### src/rtl/lz77_enc_arbiter_if.sv
// ============================================================================
// Module : lz77_enc_arbiter_if
// Brief  : Source/encoder handshake and status bundle for lz77_enc_arbiter.
// Rev    : 1.0
// ============================================================================
`default_nettype none

interface lz77_enc_arbiter_if #(
  parameter int CNT_W = 13
);
  logic             s0_valid;
  logic [7:0]       s0_data;
  logic             s0_last;
  logic             s0_ready;
  logic             s1_valid;
  logic [7:0]       s1_data;
  logic             s1_last;
  logic             s1_ready;
  logic             enc_rdy;
  logic             enc_finish;
  logic             enc_en;
  logic [7:0]       enc_data;
  logic             grant;
  logic             busy;
  logic [CNT_W-1:0] byte_cnt;
  logic             blk_done;
  logic             err;

  // Arbiter side
  modport slave (
    input  s0_valid, s0_data, s0_last, s1_valid, s1_data, s1_last,
    input  enc_rdy, enc_finish,
    output s0_ready, s1_ready, enc_en, enc_data,
    output grant, busy, byte_cnt, blk_done, err
  );

  // Sources/encoder/observer side
  modport master (
    output s0_valid, s0_data, s0_last, s1_valid, s1_data, s1_last,
    output enc_rdy, enc_finish,
    input  s0_ready, s1_ready, enc_en, enc_data,
    input  grant, busy, byte_cnt, blk_done, err
  );
endinterface

`default_nettype wire

### src/rtl/lz77_enc_arbiter.sv
// ============================================================================
// Module : lz77_enc_arbiter
// Brief  : Block-granular round-robin share of one LZ77 encoder by two sources.
// Rev    : 1.0
// ============================================================================
`default_nettype none

module lz77_enc_arbiter #(
  parameter int BLK_LEN = 4096,
  parameter int CNT_W   = 13
) (
  input  wire logic          clk,
  input  wire logic          rst,
  lz77_enc_arbiter_if.slave  bus
);

  typedef enum logic [1:0] {
    IDLE   = 2'd0,
    STREAM = 2'd1,
    DRAIN  = 2'd2
  } state_t;

  localparam logic [CNT_W-1:0] c_LAST_CNT = CNT_W'(BLK_LEN - 1);
  localparam logic [CNT_W-1:0] c_ONE      = CNT_W'(1);

  state_t           r_state;
  logic             r_grant;
  logic             r_prio;
  logic [CNT_W-1:0] r_cnt;
  logic             r_busy;
  logic             r_done;
  logic             r_err;

  logic             w_sel_valid;
  logic [7:0]       w_sel_data;
  logic             w_sel_last;
  logic             w_stream;
  logic             w_beat;
  logic             w_close;

  always_comb begin
    w_sel_valid = r_grant ? bus.s1_valid : bus.s0_valid;
    w_sel_data  = r_grant ? bus.s1_data  : bus.s0_data;
    w_sel_last  = r_grant ? bus.s1_last  : bus.s0_last;
    w_stream    = (r_state == STREAM);
    w_beat      = w_stream && w_sel_valid && bus.enc_rdy;
    // Forced close keeps the counter from ever reaching past BLK_LEN
    w_close     = w_sel_last || (r_cnt == c_LAST_CNT);
  end

  assign bus.s0_ready = w_stream && !r_grant && bus.enc_rdy;
  assign bus.s1_ready = w_stream &&  r_grant && bus.enc_rdy;
  assign bus.enc_en   = w_beat;
  assign bus.enc_data = w_beat ? w_sel_data : 8'h00;
  assign bus.grant    = r_grant;
  assign bus.busy     = r_busy;
  assign bus.byte_cnt = r_cnt;
  assign bus.blk_done = r_done;
  assign bus.err      = r_err;

  always_ff @(posedge clk) begin
    if (rst) begin
      r_state <= IDLE;
      r_grant <= 1'b0;
      r_prio  <= 1'b0;
      r_cnt   <= '0;
      r_busy  <= 1'b0;
      r_done  <= 1'b0;
      r_err   <= 1'b0;
    end else begin
      r_done <= 1'b0;
      // A finish outside DRAIN is a protocol violation; it never closes a block
      if (bus.enc_finish && (r_state != DRAIN)) begin
        r_err <= 1'b1;
      end
      case (r_state)
        IDLE: begin
          if (bus.s0_valid || bus.s1_valid) begin
            r_grant <= (bus.s0_valid && bus.s1_valid) ? r_prio : bus.s1_valid;
            r_state <= STREAM;
            r_busy  <= 1'b1;
          end
        end
        STREAM: begin
          if (w_beat) begin
            r_cnt <= r_cnt + c_ONE;
            if (w_close) begin
              r_state <= DRAIN;
            end
          end
        end
        DRAIN: begin
          if (bus.enc_finish) begin
            r_done  <= 1'b1;
            r_cnt   <= '0;
            r_prio  <= ~r_grant;
            r_state <= IDLE;
            r_busy  <= 1'b0;
          end
        end
        default: begin
          r_state <= IDLE;
          r_busy  <= 1'b0;
        end
      endcase
    end
  end

endmodule

`default_nettype wire
### src/flat_wrapper.sv
// flat-port wrapper written by rule: the top's interface ports become plain ports
module lz77_enc_arbiter_flat 
#(
  parameter int BLK_LEN = 4096,
  parameter int CNT_W   = 13
)
  (clk, rst, bus_s0_valid, bus_s0_data, bus_s0_last, bus_s1_valid, bus_s1_data, bus_s1_last, bus_enc_rdy, bus_enc_finish, bus_s0_ready, bus_s1_ready, bus_enc_en, bus_enc_data, bus_grant, bus_busy, bus_byte_cnt, bus_blk_done, bus_err);
  lz77_enc_arbiter_if #(.CNT_W(CNT_W)) bus_i ();
  input  wire logic clk;
  input  wire logic rst;
  input wire logic [$bits(bus_i.s0_valid)-1:0] bus_s0_valid;
  input wire logic [$bits(bus_i.s0_data)-1:0] bus_s0_data;
  input wire logic [$bits(bus_i.s0_last)-1:0] bus_s0_last;
  input wire logic [$bits(bus_i.s1_valid)-1:0] bus_s1_valid;
  input wire logic [$bits(bus_i.s1_data)-1:0] bus_s1_data;
  input wire logic [$bits(bus_i.s1_last)-1:0] bus_s1_last;
  input wire logic [$bits(bus_i.enc_rdy)-1:0] bus_enc_rdy;
  input wire logic [$bits(bus_i.enc_finish)-1:0] bus_enc_finish;
  output wire logic [$bits(bus_i.s0_ready)-1:0] bus_s0_ready;
  output wire logic [$bits(bus_i.s1_ready)-1:0] bus_s1_ready;
  output wire logic [$bits(bus_i.enc_en)-1:0] bus_enc_en;
  output wire logic [$bits(bus_i.enc_data)-1:0] bus_enc_data;
  output wire logic [$bits(bus_i.grant)-1:0] bus_grant;
  output wire logic [$bits(bus_i.busy)-1:0] bus_busy;
  output wire logic [$bits(bus_i.byte_cnt)-1:0] bus_byte_cnt;
  output wire logic [$bits(bus_i.blk_done)-1:0] bus_blk_done;
  output wire logic [$bits(bus_i.err)-1:0] bus_err;
  assign bus_i.s0_valid = bus_s0_valid;
  assign bus_i.s0_data = bus_s0_data;
  assign bus_i.s0_last = bus_s0_last;
  assign bus_i.s1_valid = bus_s1_valid;
  assign bus_i.s1_data = bus_s1_data;
  assign bus_i.s1_last = bus_s1_last;
  assign bus_i.enc_rdy = bus_enc_rdy;
  assign bus_i.enc_finish = bus_enc_finish;
  assign bus_s0_ready = bus_i.s0_ready;
  assign bus_s1_ready = bus_i.s1_ready;
  assign bus_enc_en = bus_i.enc_en;
  assign bus_enc_data = bus_i.enc_data;
  assign bus_grant = bus_i.grant;
  assign bus_busy = bus_i.busy;
  assign bus_byte_cnt = bus_i.byte_cnt;
  assign bus_blk_done = bus_i.blk_done;
  assign bus_err = bus_i.err;
  lz77_enc_arbiter #(.BLK_LEN(BLK_LEN), .CNT_W(CNT_W)) u_core (.clk(clk), .rst(rst), .bus(bus_i));
endmodule
### config.mk
export PLATFORM = sky130hd
export DESIGN_NAME = lz77_enc_arbiter_flat
export DESIGN_NICKNAME = d
export VERILOG_FILES = /design/src/rtl/lz77_enc_arbiter_if.sv /design/src/rtl/lz77_enc_arbiter.sv /design/src/flat_wrapper.sv
export SDC_FILE = /design/constraint.sdc
export NUM_CORES = 1
export LEC_CHECK = 0
export BUFFER_PORTS_ARGS = -buffer_cell sky130_fd_sc_hd__buf_2
export CAP_MARGIN = 15
export CORE_ASPECT_RATIO = 0.9
export CORE_MARGIN = 5
export CORE_UTILIZATION = 45
export CTS_BUF_LIST = sky130_fd_sc_hd__clkbuf_2
export CTS_CLUSTER_DIAMETER = 120
export DETAILED_ROUTE_END_ITERATION = 6
export PLACE_DENSITY = 0.77
export SYNTH_ARGS = -nofsm -noshare
export SYNTH_HDL_FRONTEND = slang
export SYNTH_SLANG_ARGS = --single-unit
### constraint.sdc
create_clock -name clk -period 1.8 [get_ports clk]
set_input_delay 0.09 -clock clk [delete_from_list [all_inputs] [get_ports clk]]
set_output_delay 0.09 -clock clk [all_outputs]
set_load 0.05 [all_outputs]
==> Yosys cells after proc, flatten, opt, wreduce, memory -nomap -nowiden <==
Index checks and enable logic that the tools add are counted.
{ "word_totals": {"register_bits": 20, "inputBits": 24, "output_inout_bits": 28, "elab_cells": 55} }
{ "classes": {"addsub": 1, "eq_ne": 8, "n_mux": 17, "bitwise_logic": 3, "n_reduce_logical": 19} }
{ "op_table": {"columns": ["op", "n"], "rows": [
  ["2-to-1 mux 13 bit", 2],
  ["case mux 13 bit (2 select lines)", 1],
  ["2-to-1 mux 8 bit", 2],
  ["adder 13 x 1 -> 13 bit (second input constant)", 1],
  ["== test 13 x 12 -> 1 bit (second input constant)", 1],
  ["logical AND 1 bit", 8],
  ["2-to-1 mux 2 bit", 4],
  ["inequality test 2 bit (second input constant)", 4],
  ["2-to-1 mux 1 bit", 6],
  ["case mux 2 bit (3 select lines)", 1],
  ["AND reduction 3 bit", 2],
  ["AND reduction 2 bit", 2],
  ["AND reduction 4 bit", 1],
  ["inverter 1 bit", 3],
  ["case mux 1 bit (3 select lines)", 1],
  ["== test 2 x 1 -> 1 bit (second input constant)", 1],
  ["== test 2 bit (second input constant)", 1],
  ["logical NOT 2 bit", 1],
  ["logical OR 1 bit", 2],
  ["inequality test 2 x 1 -> 1 bit (second input constant)", 1],
  ["nonzero test 2 bit", 1],
  ["OR reduction 2 bit", 1],
  ["logical NOT 1 bit", 1]
]} }

==> Logic depth before layout (Yosys ltp) <==
Gate-level depths: netlist of run 1.
{ "logic_depth": {"ltp_word": 5, "mapped_depth": 6, "ltp_nobuf": 5} }

==> Least setup slack after synthesis of run 1 <==
No wires, ideal clock.
{ "synth_timing": {"path_kind": "flip-flop to output port", "from": "reg u_core.r_grant (netlist: u_core.bus.grant)", "to": "out bus_enc_data[0]", "t_arrival_ps": 2037, "required_time_ps": 1710, "setup_slack_ps": -327, "path_stages_with_launch": 5, "path_buffers": 2, "path_cell_list": "dfxtp_1 buf_4 clkbuf_1 mux2i_1 nor2_1"} }
{ "synth_via": {"elab_chain_len": 4, "word_cells_on_any_way": 5} }
{ "synth_rtl": {"columns": ["item", "line", "source"], "rows": [
  ["start, declared", "lz77_enc_arbiter.sv:27", "logic r_grant;"],
  ["start signal, assigned", "lz77_enc_arbiter.sv:79", "r_grant <= (bus.s0_valid && bus.s1_valid) ? r_prio : bus.s1_valid;"],
  ["2-to-1 mux 1 bit", "lz77_enc_arbiter.sv:42", "w_sel_valid = r_grant ? bus.s1_valid : bus.s0_valid;"],
  ["logical AND 1 bit (2 in series)", "lz77_enc_arbiter.sv:46", "w_beat = w_stream && w_sel_valid && bus.enc_rdy;"],
  ["2-to-1 mux 8 bit (*)", "lz77_enc_arbiter.sv:54", "assign bus.enc_data = w_beat ? w_sel_data : 8'h00;"],
  ["end, declared", "flat_wrapper.sv:22", "output wire logic [$bits(bus_i.enc_data)-1:0] bus_enc_data;"]
]} }
Mark *: on every way between the ends. The rest lies on a longest branch, timed or not.

==> Worst setup path in the final report of run 1 <==
{ "layout_timing": {"from": "reg u_core.r_grant (netlist: u_core.bus.grant)", "to": "out bus_enc_data[2]"} }
Same word-level chain as after synthesis.

==> results.txt, run 1 <==
status - completed
grt ovf - 0
total CTS buffers - 3
Die X - 63.2 um
largest net degree at the start of global routing - 20
core area - 2450 um2
hold path cells - 3
FF-to-FF End - u_core.r_state[0]
slew of the pin with the lowest slew margin - 0.368 ns
clk buf depth - 2
most frequent cells in the layout - buf_2, nand2_1, nor2_1, dfxtp_1, a21oi_1
synthesized cell area - 1150 um2
Ys Warns - 0
Finished Cell Area - 1560 um2
FF-to-FF setup slack - 0.16 ns
GR Util All Layers - 0.182
Min-Delay Endpoint - u_core.bus.err
Clk network pwr share - 0.207
dominant synthesized flop cell - dfxtp_1
R2R depth - 5
synthesized instance count - 147
hold buffers post-CTS - 0
worst rel slew slack - 0.754
clock skew - 0.00384 ns
most area-hungry cell type in the Yosys netlist - dfxtp_1
Area Growth Syn to Fin - 36.4%
fraction of layout cells with a size suffix above 1 - 0.399
via count - 1309
initial antenna violation count - 0
Placed Area - 1510 um2
hpwl dp - 2500 um
Setup CP Type - reg2out
WL/cell - 14.2 um
sequential fraction of the synthesis area - 0.349
Yosys reg bits - 20
Setup crit end kind - output pin
Port Buf Inserts - 51
Placer Congestion - 0.873
1st-iter DRT viols - 89
Final Util - 0.639
reg-to-reg startpoint - u_core.bus.byte_cnt[0]
sw power - 0.281 mW
Clk Latency, worst-skew pair - 0.31 ns
fmax - 583 MHz
asr flop ratio synth - 0
peak supply drop - 0.000435 V
Worst-path clk slew - 0.18 ns
Avg Cell Area, Syn - 7.80 um2
Net Sw Frac - 0.328
Critical Path Fanout Max - 9
Ports - 52
CP required - 1.71 ns
Hold Startpoint - bus_enc_finish
Int Pwr - 0.576 mW
Unique masters post-synth - 38
Initial Utilization - 0.469
largest cells by area after synthesis - dfxtp_1, mux2i_1, nor2_1, a21oi_1, nand2_1
Seq pwr share - 0.544
Die H - 57.9 um
vias in the first global route - 1276
Final Hold Fails - 0
combinational share of power - 0.250
number of core rows - 17
crit path time final - 1.72 ns
most common cell after layout, fill and taps aside - buf_2
CTS sink cnt - 20
routed wire length - 3280 um
die area - 3660 um2
area share of the largest cell type after synthesis - 0.349
clock root buffer - clkbuf_2
Final Max Slew Viols - 0
CTS tree - yes
H-tree depth - 1
drt pass-1 iters - 4
Final period util - 0.953
Post-synth EDFFs - 0
Hold Path Class - in2reg
final setup vio count - 0
Vias/cell - 5.67
layout net count - 230
P_leak - 0.662 nW
Max-cap violations - 0
first-pass GRT wire length - 5490 um
critical path arrival - 1.63 ns
CP Launch Type - flip-flop
post-synth net total - 172
n_diodes - 0
Post-route DRC - 0
Routed Antenna Nets - 0
pwr dens - 549 nW/um2
## how the worst max path moves through the flow
| stage | slack [ns] | depth (start not counted) | from | end |
|---|---|---|---|---|
| finish | 0.08 | 5 | u_core.bus.grant | bus_enc_data[2] |
| global route | -0.006 | 5 | u_core.r_state[0] | bus_enc_data[5] |
| CTS | 0.04 | 5 | u_core.bus.grant | bus_enc_data[1] |
| detailed placement | 0.21 | 5 | u_core.bus.byte_cnt[0] | u_core.r_state[0] |
| global placement | 0.30 | 5 | u_core.bus.byte_cnt[0] | u_core.r_state[0] |
| floorplan | 0.01 | 4 | u_core.bus.byte_cnt[5] | u_core.bus.byte_cnt[12] |
## stage by stage
step                      worst slack, ns  TNS (ns)  power (mW)  hold slack (ns)  cells
after floorplan                    0.0111         0       0.618            0.231    147
after global placement              0.305         0       0.677            0.385    227
after detailed placement            0.212         0       0.682            0.405    227
after CTS                          0.0356         0       0.858           0.0526    230
after global routing             -0.00648  -0.00999       0.900           0.0546    231
final                              0.0844         0       0.858           0.0623    231
## power groups by stage
stage                     registers (mW)  clock network (mW)  logic, mW
final                              0.466               0.177      0.214
after floorplan                    0.499                   0      0.120
after global routing               0.469               0.202      0.230
after CTS                          0.467               0.182      0.208
after detailed placement           0.475                   0      0.207
after global placement             0.474                   0      0.203
## worst max-delay path: stages (launching register included)
cell      delay, ns
dfxtp_4        0.41
mux2_4         0.32
nand2_2        0.13
buf_8          0.18
nor2_4         0.05
clkbuf_4       0.21
## per-layer routing
metal,share of wire,track usage,wire [um],vias up
met4,0.021,0.0950,70,0
met5,0,0,0,-
met2,0.49,0.327,1600,50
met1,0.41,0.206,1350,603
met3,0.077,0.0329,253,7
li1,-,-,-,649
## final cells by class
type / count / area [um2]
clock buffer: 3 / 15.0
fill: 216 / 883
inverter: 3 / 11.3
multi-input combinational: 118 / 749
sequential: 20 / 409
tap: 28 / 35.0
timing repair buffer: 59 / 343
## cell families (layout without fill, tap and decap cells)
| kind of cell | after synthesis | count (layout) | synth area share |
|---|---|---|---|
| and+or+nand+nor | 70 | 70 | 0.303 |
| AOI/OAI and AO/OA | 36 | 36 | 0.200 |
| DFF | 20 | 20 | 0.349 |
| muxes | 11 | 11 | 0.100 |
| buffers and inverters | 9 | 65 | 0.0360 |
| adders and majority gates | 1 | 1 | 0.0109 |
## synthesized netlist by cell type (all sizes together), types with 2 or more instances
cell,number
nor4,2
o211ai,2
inv,3
nor3,2
buf,3
or4,2
clkbuf,3
a21oi,14
nand2b,3
nand4b,2
nand3b,2
nand4,3
and3,2
mux2i,10
a311oi,4
nor2,23
and2,3
o21ai,5
a31oi,4
nand2,17
nand3,5
dfxtp,20
## repair_timing
item / CTS / global route
buffers inserted: 0 / 1
gates cloned: 0 / 0
gates resized for setup: 2 / 11
setup endpoints to repair: 8 / 8
## sequential cells by signal (all words and copies together), names as in the netlist
name,flops
u_core.bus.blk_done,1
u_core.r_prio,1
u_core.bus.grant,1
u_core.bus.err,1
u_core.bus.busy,1
u_core.bus.byte_cnt,13
u_core.r_state,2
Power figures use the tool's default switching activity.
==> run 2, diff against run 1 <==
--- a/config.mk
+++ b/config.mk
@@ -5,6 +5,7 @@
 export SDC_FILE = /design/constraint.sdc
 export NUM_CORES = 1
 export LEC_CHECK = 0
+export ABC_AREA = 1
 export BUFFER_PORTS_ARGS = -buffer_cell sky130_fd_sc_hd__buf_2
 export CAP_MARGIN = 15
 export CORE_ASPECT_RATIO = 0.9
@@ -13,7 +14,7 @@
 export CTS_BUF_LIST = sky130_fd_sc_hd__clkbuf_2
 export CTS_CLUSTER_DIAMETER = 120
 export DETAILED_ROUTE_END_ITERATION = 6
-export PLACE_DENSITY = 0.77
+export PLACE_DENSITY = 0.76
 export SYNTH_ARGS = -nofsm -noshare
 export SYNTH_HDL_FRONTEND = slang
 export SYNTH_SLANG_ARGS = --single-unit
==> results.txt, run 2 <==
first-pass GRT wire length - 4960 um (-9.6%)
largest family of logic cells by synthesized area - simple AND/OR/NAND/NOR gates
RSZ-0062 raised after global routing - false
routed wire length - 3180 um (-3.0%)
Final Hold Fails - 0 (unchanged)
most frequent cells in the layout - nand2_1, buf_2, inv_1
Vias/cell - 4.91 (-13%)
1st-iter DRT viols - 67 (-25%)
initial antenna violation count - 0 (unchanged)
grt ovf - 0 (unchanged)
most numerous cell in the Yosys netlist - nand2_1
adder-cell share of the synthesized area - 0.0101 (-0.000796)
xor/xnor share of the synthesized area - 0 (unchanged)
Max-cap violations - 0 (unchanged)
total CTS buffers - 3 (unchanged)
CP Cell Sequence - inv_2, nor2_4, nand3_4, a21oi_1, clkbuf_4
Final period util - 0.916 (-0.0373)
most area-hungry cell type in the Yosys netlist - dfxtp_1
post-synth net total - 224 (+30%)
most common cell after layout, fill and taps aside - nand2_1
Ports - 52 (unchanged)
CP max stage cell - dfxtp_1
largest net degree at the start of global routing - 16 (-20%)
Area Growth Syn to Fin - 27.4%
Port Buf Inserts - 51 (unchanged)
Post-synth EDFFs - 0 (unchanged)
mux cell area share after synthesis - 0 (-0.100)
fraction of layout cells with a size suffix above 1 - 0.292 (-0.107)
crit path time final - 1.65 ns (-0.0671 ns)
reg-to-reg startpoint - u_core.bus.byte_cnt[0]
slowest stage delay, CP - 0.46 ns (+0.05 ns)
core area - 2680 um2 (+9.6%)
critical path arrival - 1.56 ns (-0.07 ns)
complex-gate fraction of the synthesized area - 0.138 (-0.0621)
R2R depth - 10 (+5)
die area - 3900 um2 (+6.5%)
clock root buffer - clkbuf_2
synthesized instance count - 199 (+35%)
synthesized cell area - 1240 um2 (+7.9%)
clock skew - 0.00744 ns (+0.00360 ns)
drt pass-1 iters - 4 (unchanged)
Worst-path clk slew - 0.17 ns (about the same)
WL/cell - 11.2 um (-21%)
CP required - 1.71 ns (about the same)
Hold Startpoint - bus_enc_finish
worst rel slew slack - 0.715 (-0.0398)
Yosys reg bits - 20 (unchanged)
asr flop ratio synth - 0 (unchanged)
Clk Latency, worst-skew pair - 0.32 ns (about the same)
Critical Path Fanout Max - 11 (+2)
sequential fraction of the synthesis area - 0.324 (-0.0255)
H-tree depth - 1 (unchanged)
fmax - 607 MHz (+4.1%)
Final Max Slew Viols - 0 (unchanged)
placed instance count - 276 (+22%)
Setup crit end kind - output pin
FF-to-FF End - u_core.bus.byte_cnt[12]
GR Util All Layers - 0.164 (-0.0176)
Hold Path Class - in2reg
largest cells by area after synthesis - dfxtp_1, nand2_1, a21oi_1, inv_1, nand3_1
dominant synthesized flop cell - dfxtp_1
hold path cells - 3 (unchanged)
Finished Layout Cells - 283 (+23%)
slew of the pin with the lowest slew margin - 0.424 ns (+0.0552 ns)
FF-to-FF setup slack - 0.35 ns (+0.19 ns)
layout net count - 280 (+22%)
Unique masters post-synth - 26 (-32%)
status - completed
Placer Congestion - 0.846 (-3.0%)
Die H - 59.7 um (+3.2%)
via count - 1389 (+6.1%)
P_leak - 0.837 nW (+27%)
CTS sink cnt - 20 (unchanged)
Synth top cells by count - nand2_1, inv_1, dfxtp_1, nor2_1, a21oi_1
clk buf depth - 2 (unchanged)
Die X - 65.2 um (+3.2%)
Synth Area in Simple Gates - 0.422 (+0.119)
final setup vio count - 0 (unchanged)
Ys Warns - 0 (unchanged)
Final Util - 0.588 (-0.0511)
number of core rows - 18 (+1)
peak supply drop - 0.000372 V (-14%)
Setup CP Type - reg2out
Min-Delay Endpoint - u_core.bus.err
CTS tree - yes
pwr dens - 555 nW/um2 (+1.1%)
Post-route DRC - 0 (unchanged)
max reg flops - 13 (unchanged)
Avg Cell Area, Syn - 6.21 um2 (-20%)
Initial Utilization - 0.461 (-0.00729)
area share of the largest cell type after synthesis - 0.324 (-0.0255)
CP Launch Type - flip-flop
Routed Antenna Nets - 0 (unchanged)
vias in the first global route - 1101 (-14%)
n_diodes - 0 (unchanged)
hpwl dp - 2450 um (-2.3%)
==> run 2: what timing repair did <==
| action | in CTS | in global routing |
|---|---|---|
| setup buffers | 0 | 3 |
| setup endpoints to repair | 9 | 9 |
| cloned | 0 | 0 |
| endpoints found under the hold margin | 2 | 0 |
| hold buffers | 1 | 0 |
| pin swaps | 0 | 1 |
| gates resized for setup | 1 | 6 |
==> run 2: report_power, final <==
| part | total, mW | internal, mW | switching (mW) |
|---|---|---|---|
| Sequential | 0.467 | 0.454 | 0.0135 |
| Combinational | 0.225 | 0.0732 | 0.152 |
| Clock | 0.181 | 0.0454 | 0.136 |
| Total | 0.874 | 0.573 | 0.301 |
==> run 2: metal layers <==
layer  GRT usage  vias to the layer above  share of wire
li1            -                      739              -
met1       0.229                      609           0.49
met2       0.248                       39           0.45
met3      0.0526                        2          0.064
met4      0.0355                        0         0.0025
met5           0                        -              0
==> run 2: worst max-delay path by stage <==
stage / startpoint / to / slack [ns] / depth (start not counted)
floorplan: u_core.bus.grant / bus_enc_data[0] / -0.05 / 5
global placement: u_core.bus.grant / bus_enc_en / 0.38 / 5
detailed placement: u_core.bus.grant / bus_enc_data[2] / 0.37 / 5
CTS: u_core.bus.grant / bus_enc_data[2] / 0.03 / 5
global route: u_core.bus.grant / bus_enc_data[6] / 0.01 / 5
finish: u_core.r_state[0] / bus_enc_data[5] / 0.15 / 5
==> run 2: stage by stage <==
stage	TNS, ns	cell area, um2	hold WS, ns	power (mW)	setup WS [ns]
floorplan	-0.407	1250	0.152	0.634	-0.0508
global placement	0	1510	0.365	0.690	0.380
detailed placement	0	1510	0.357	0.690	0.371
CTS	0	1540	0.0259	0.877	0.0320
global route	0	1580	0.0506	0.926	0.0134
finish	0	1580	0.0495	0.874	0.152
==> run 2: critical path: cells and delay by family, from the launching register on <==
family	cells	cell delay (ns)
flops	1	0.46
buf+inv	2	0.33
compound gates	1	0.17
simple gates	2	0.28
==> run 2: kinds of logic (layout without fill, tap and decap cells) <==
group                    Yosys count  after routing
adder cells (fa/ha/maj)            1              1
AO/OA/AOI/OAI                     31             31
AND/OR/NAND/NOR                  116            116
buffers and inverters             31             85
flip-flops                        20             20
==> run 2: layout make-up <==
| type | instances | area (um2) |
|---|---|---|
| clock buffer | 3 | 15.0 |
| multi-input combinational | 148 | 714 |
| fill | 271 | 1100 |
| inverter | 27 | 101 |
| tap | 30 | 37.5 |
| sequential | 20 | 404 |
| timing repair buffer | 55 | 303 |
==> run 3, diff against run 2 <==
--- a/config.mk
+++ b/config.mk
@@ -9,7 +9,7 @@
 export BUFFER_PORTS_ARGS = -buffer_cell sky130_fd_sc_hd__buf_2
 export CAP_MARGIN = 15
 export CORE_ASPECT_RATIO = 0.9
-export CORE_MARGIN = 5
+export CORE_MARGIN = 2
 export CORE_UTILIZATION = 45
 export CTS_BUF_LIST = sky130_fd_sc_hd__clkbuf_2
 export CTS_CLUSTER_DIAMETER = 120
==> results.txt, run 3 (synthesis results as in run 2) <==
Placer Congestion - 0.814 (-3.8%)
GR Util All Layers - 0.198 (+0.0338)
Final period util - 0.933 (+0.0168)
Hold Path Class - in2reg
final setup vio count - 0 (unchanged)
status - completed
Die H - 53.7 um (-10%)
n_diodes - 0 (unchanged)
Setup CP Type - reg2out
largest net degree at the start of global routing - 16 (unchanged)
Setup TNS - 0 ns (unchanged)
via count - 1363 (-1.9%)
peak supply drop - 0.000385 V (+3.4%)
grt ovf - 0 (unchanged)
clk buf depth - 2 (unchanged)
crit path time final - 1.68 ns (+0.0302 ns)
Max-cap violations - 0 (unchanged)
most frequent cells in the layout - nand2_1, buf_2, inv_1
Critical Path Fanout Max - 13 (+2)
fraction of layout cells with a size suffix above 1 - 0.287 (-0.00564)
CP required - 1.71 ns (about the same)
WL/cell - 10.8 um (-3.8%)
clock skew - 0.0232 ns (+0.0158 ns)
critical path arrival - 1.59 ns (+0.03 ns)
drt pass-1 iters - 4 (unchanged)
Post-route DRC - 0 (unchanged)
max reg flops - 13 (unchanged)
Placed Area - 1510 um2 (unchanged)
total CTS buffers - 3 (unchanged)
Port Buf Inserts - 51 (unchanged)
CP Launch Type - flip-flop
first-pass GRT wire length - 4790 um (-3.5%)
die area - 3180 um2 (-18%)
Finished Cell Area - 1560 um2 (-0.79%)
1st-iter DRT viols - 54 (-19%)
pwr dens - 559 nW/um2 (+0.72%)
Die X - 59.2 um (-9.2%)
Worst-path clk slew - 0.17 ns (about the same)
clock root buffer - clkbuf_2
overall power - 0.873 mW (about the same)
P_leak - 0.827 nW (-1.2%)
Vias/cell - 4.85 (-1.2%)
most common cell after layout, fill and taps aside - nand2_1
slew of the pin with the lowest slew margin - 0.417 ns (-0.00692 ns)
Routed Antenna Nets - 0 (unchanged)
vias in the first global route - 1060 (-3.7%)
CTS sink cnt - 20 (unchanged)
number of core rows - 18 (unchanged)
Final Max Slew Viols - 0 (unchanged)
H-tree depth - 1 (unchanged)
layout net count - 278 (-0.71%)
worst rel slew slack - 0.721 (+0.00657)
Ports - 52 (unchanged)
placed instance count - 276 (unchanged)
Area Growth Syn to Fin - 26.4%
Initial Utilization - 0.461 (unchanged)
fmax - 596 MHz (-1.8%)
Setup crit end kind - output pin
hpwl dp - 2320 um (-4.9%)
initial antenna violation count - 0 (unchanged)
CTS tree - yes
routed wire length - 3040 um (-4.5%)
core area - 2680 um2 (unchanged)
Clk Latency, worst-skew pair - 0.33 ns (about the same)
Finished Layout Cells - 281 (-0.71%)
Final Hold Fails - 0 (unchanged)
run 3: routing by layer:
layer	part of all wire	GRT usage	wire length (um)
met5	0	0	0
met2	0.45	0.299	1380
met1	0.48	0.281	1450
met3	0.057	0.0457	172
met4	0.011	0.0568	34
run 3: worst paths after layout:
check / cells after the start / end / from / slack (ns)
hold / removal: 3 / u_core.bus.err / bus_enc_finish / 0.06
hold reg to reg: 2 / u_core.bus.busy / u_core.bus.busy / 0.48
setup reg to reg: 10 / u_core.bus.byte_cnt[12] / u_core.bus.byte_cnt[1] / 0.33
setup / recovery: 4 / bus_enc_data[2] / u_core.bus.grant / 0.12
run 3: layout make-up:
class | instances | area [um2]
well taps | 30 | 37.5
inverters | 27 | 101
fillers | 289 | 1120
clock buffers | 3 | 15.0
repair buffers | 53 | 290
flip-flops and latches | 20 | 404
multi-input cells | 148 | 714
run 3: power by group:
group	internal, mW	total (mW)	switching, mW	leakage, nW
Clock	0.0454	0.185	0.140	0.0125
Sequential	0.454	0.467	0.0133	0.163
Combinational	0.0703	0.220	0.150	0.651
run 3: per-stage QoR:
stage | util | hold slack, ns | worst slack [ns]
finish | 0.583 | 0.0555 | 0.121
CTS | 0.574 | 0.0355 | 0.0539
floorplan | - | 0.152 | -0.0508
detailed placement | 0.563 | 0.357 | 0.388
global route | 0.583 | 0.0456 | -0.0161
global placement | 0.563 | 0.364 | 0.391
run 3: worst max-delay path, cell delays in order (launching register included):
cell	delay, ns
dfxtp_4	0.42
o21ai_1	0.22
nand3_4	0.20
a21oi_1	0.16
buf_2	0.28
run 3: timing repair:
action,CTS,global route
hold buffers,1,0
endpoints found under the setup margin,5,9
hold endpoints to repair,1,0
gates cloned,0,0
setup buffers,0,1
pin swaps,0,1
gates resized for setup,1,7
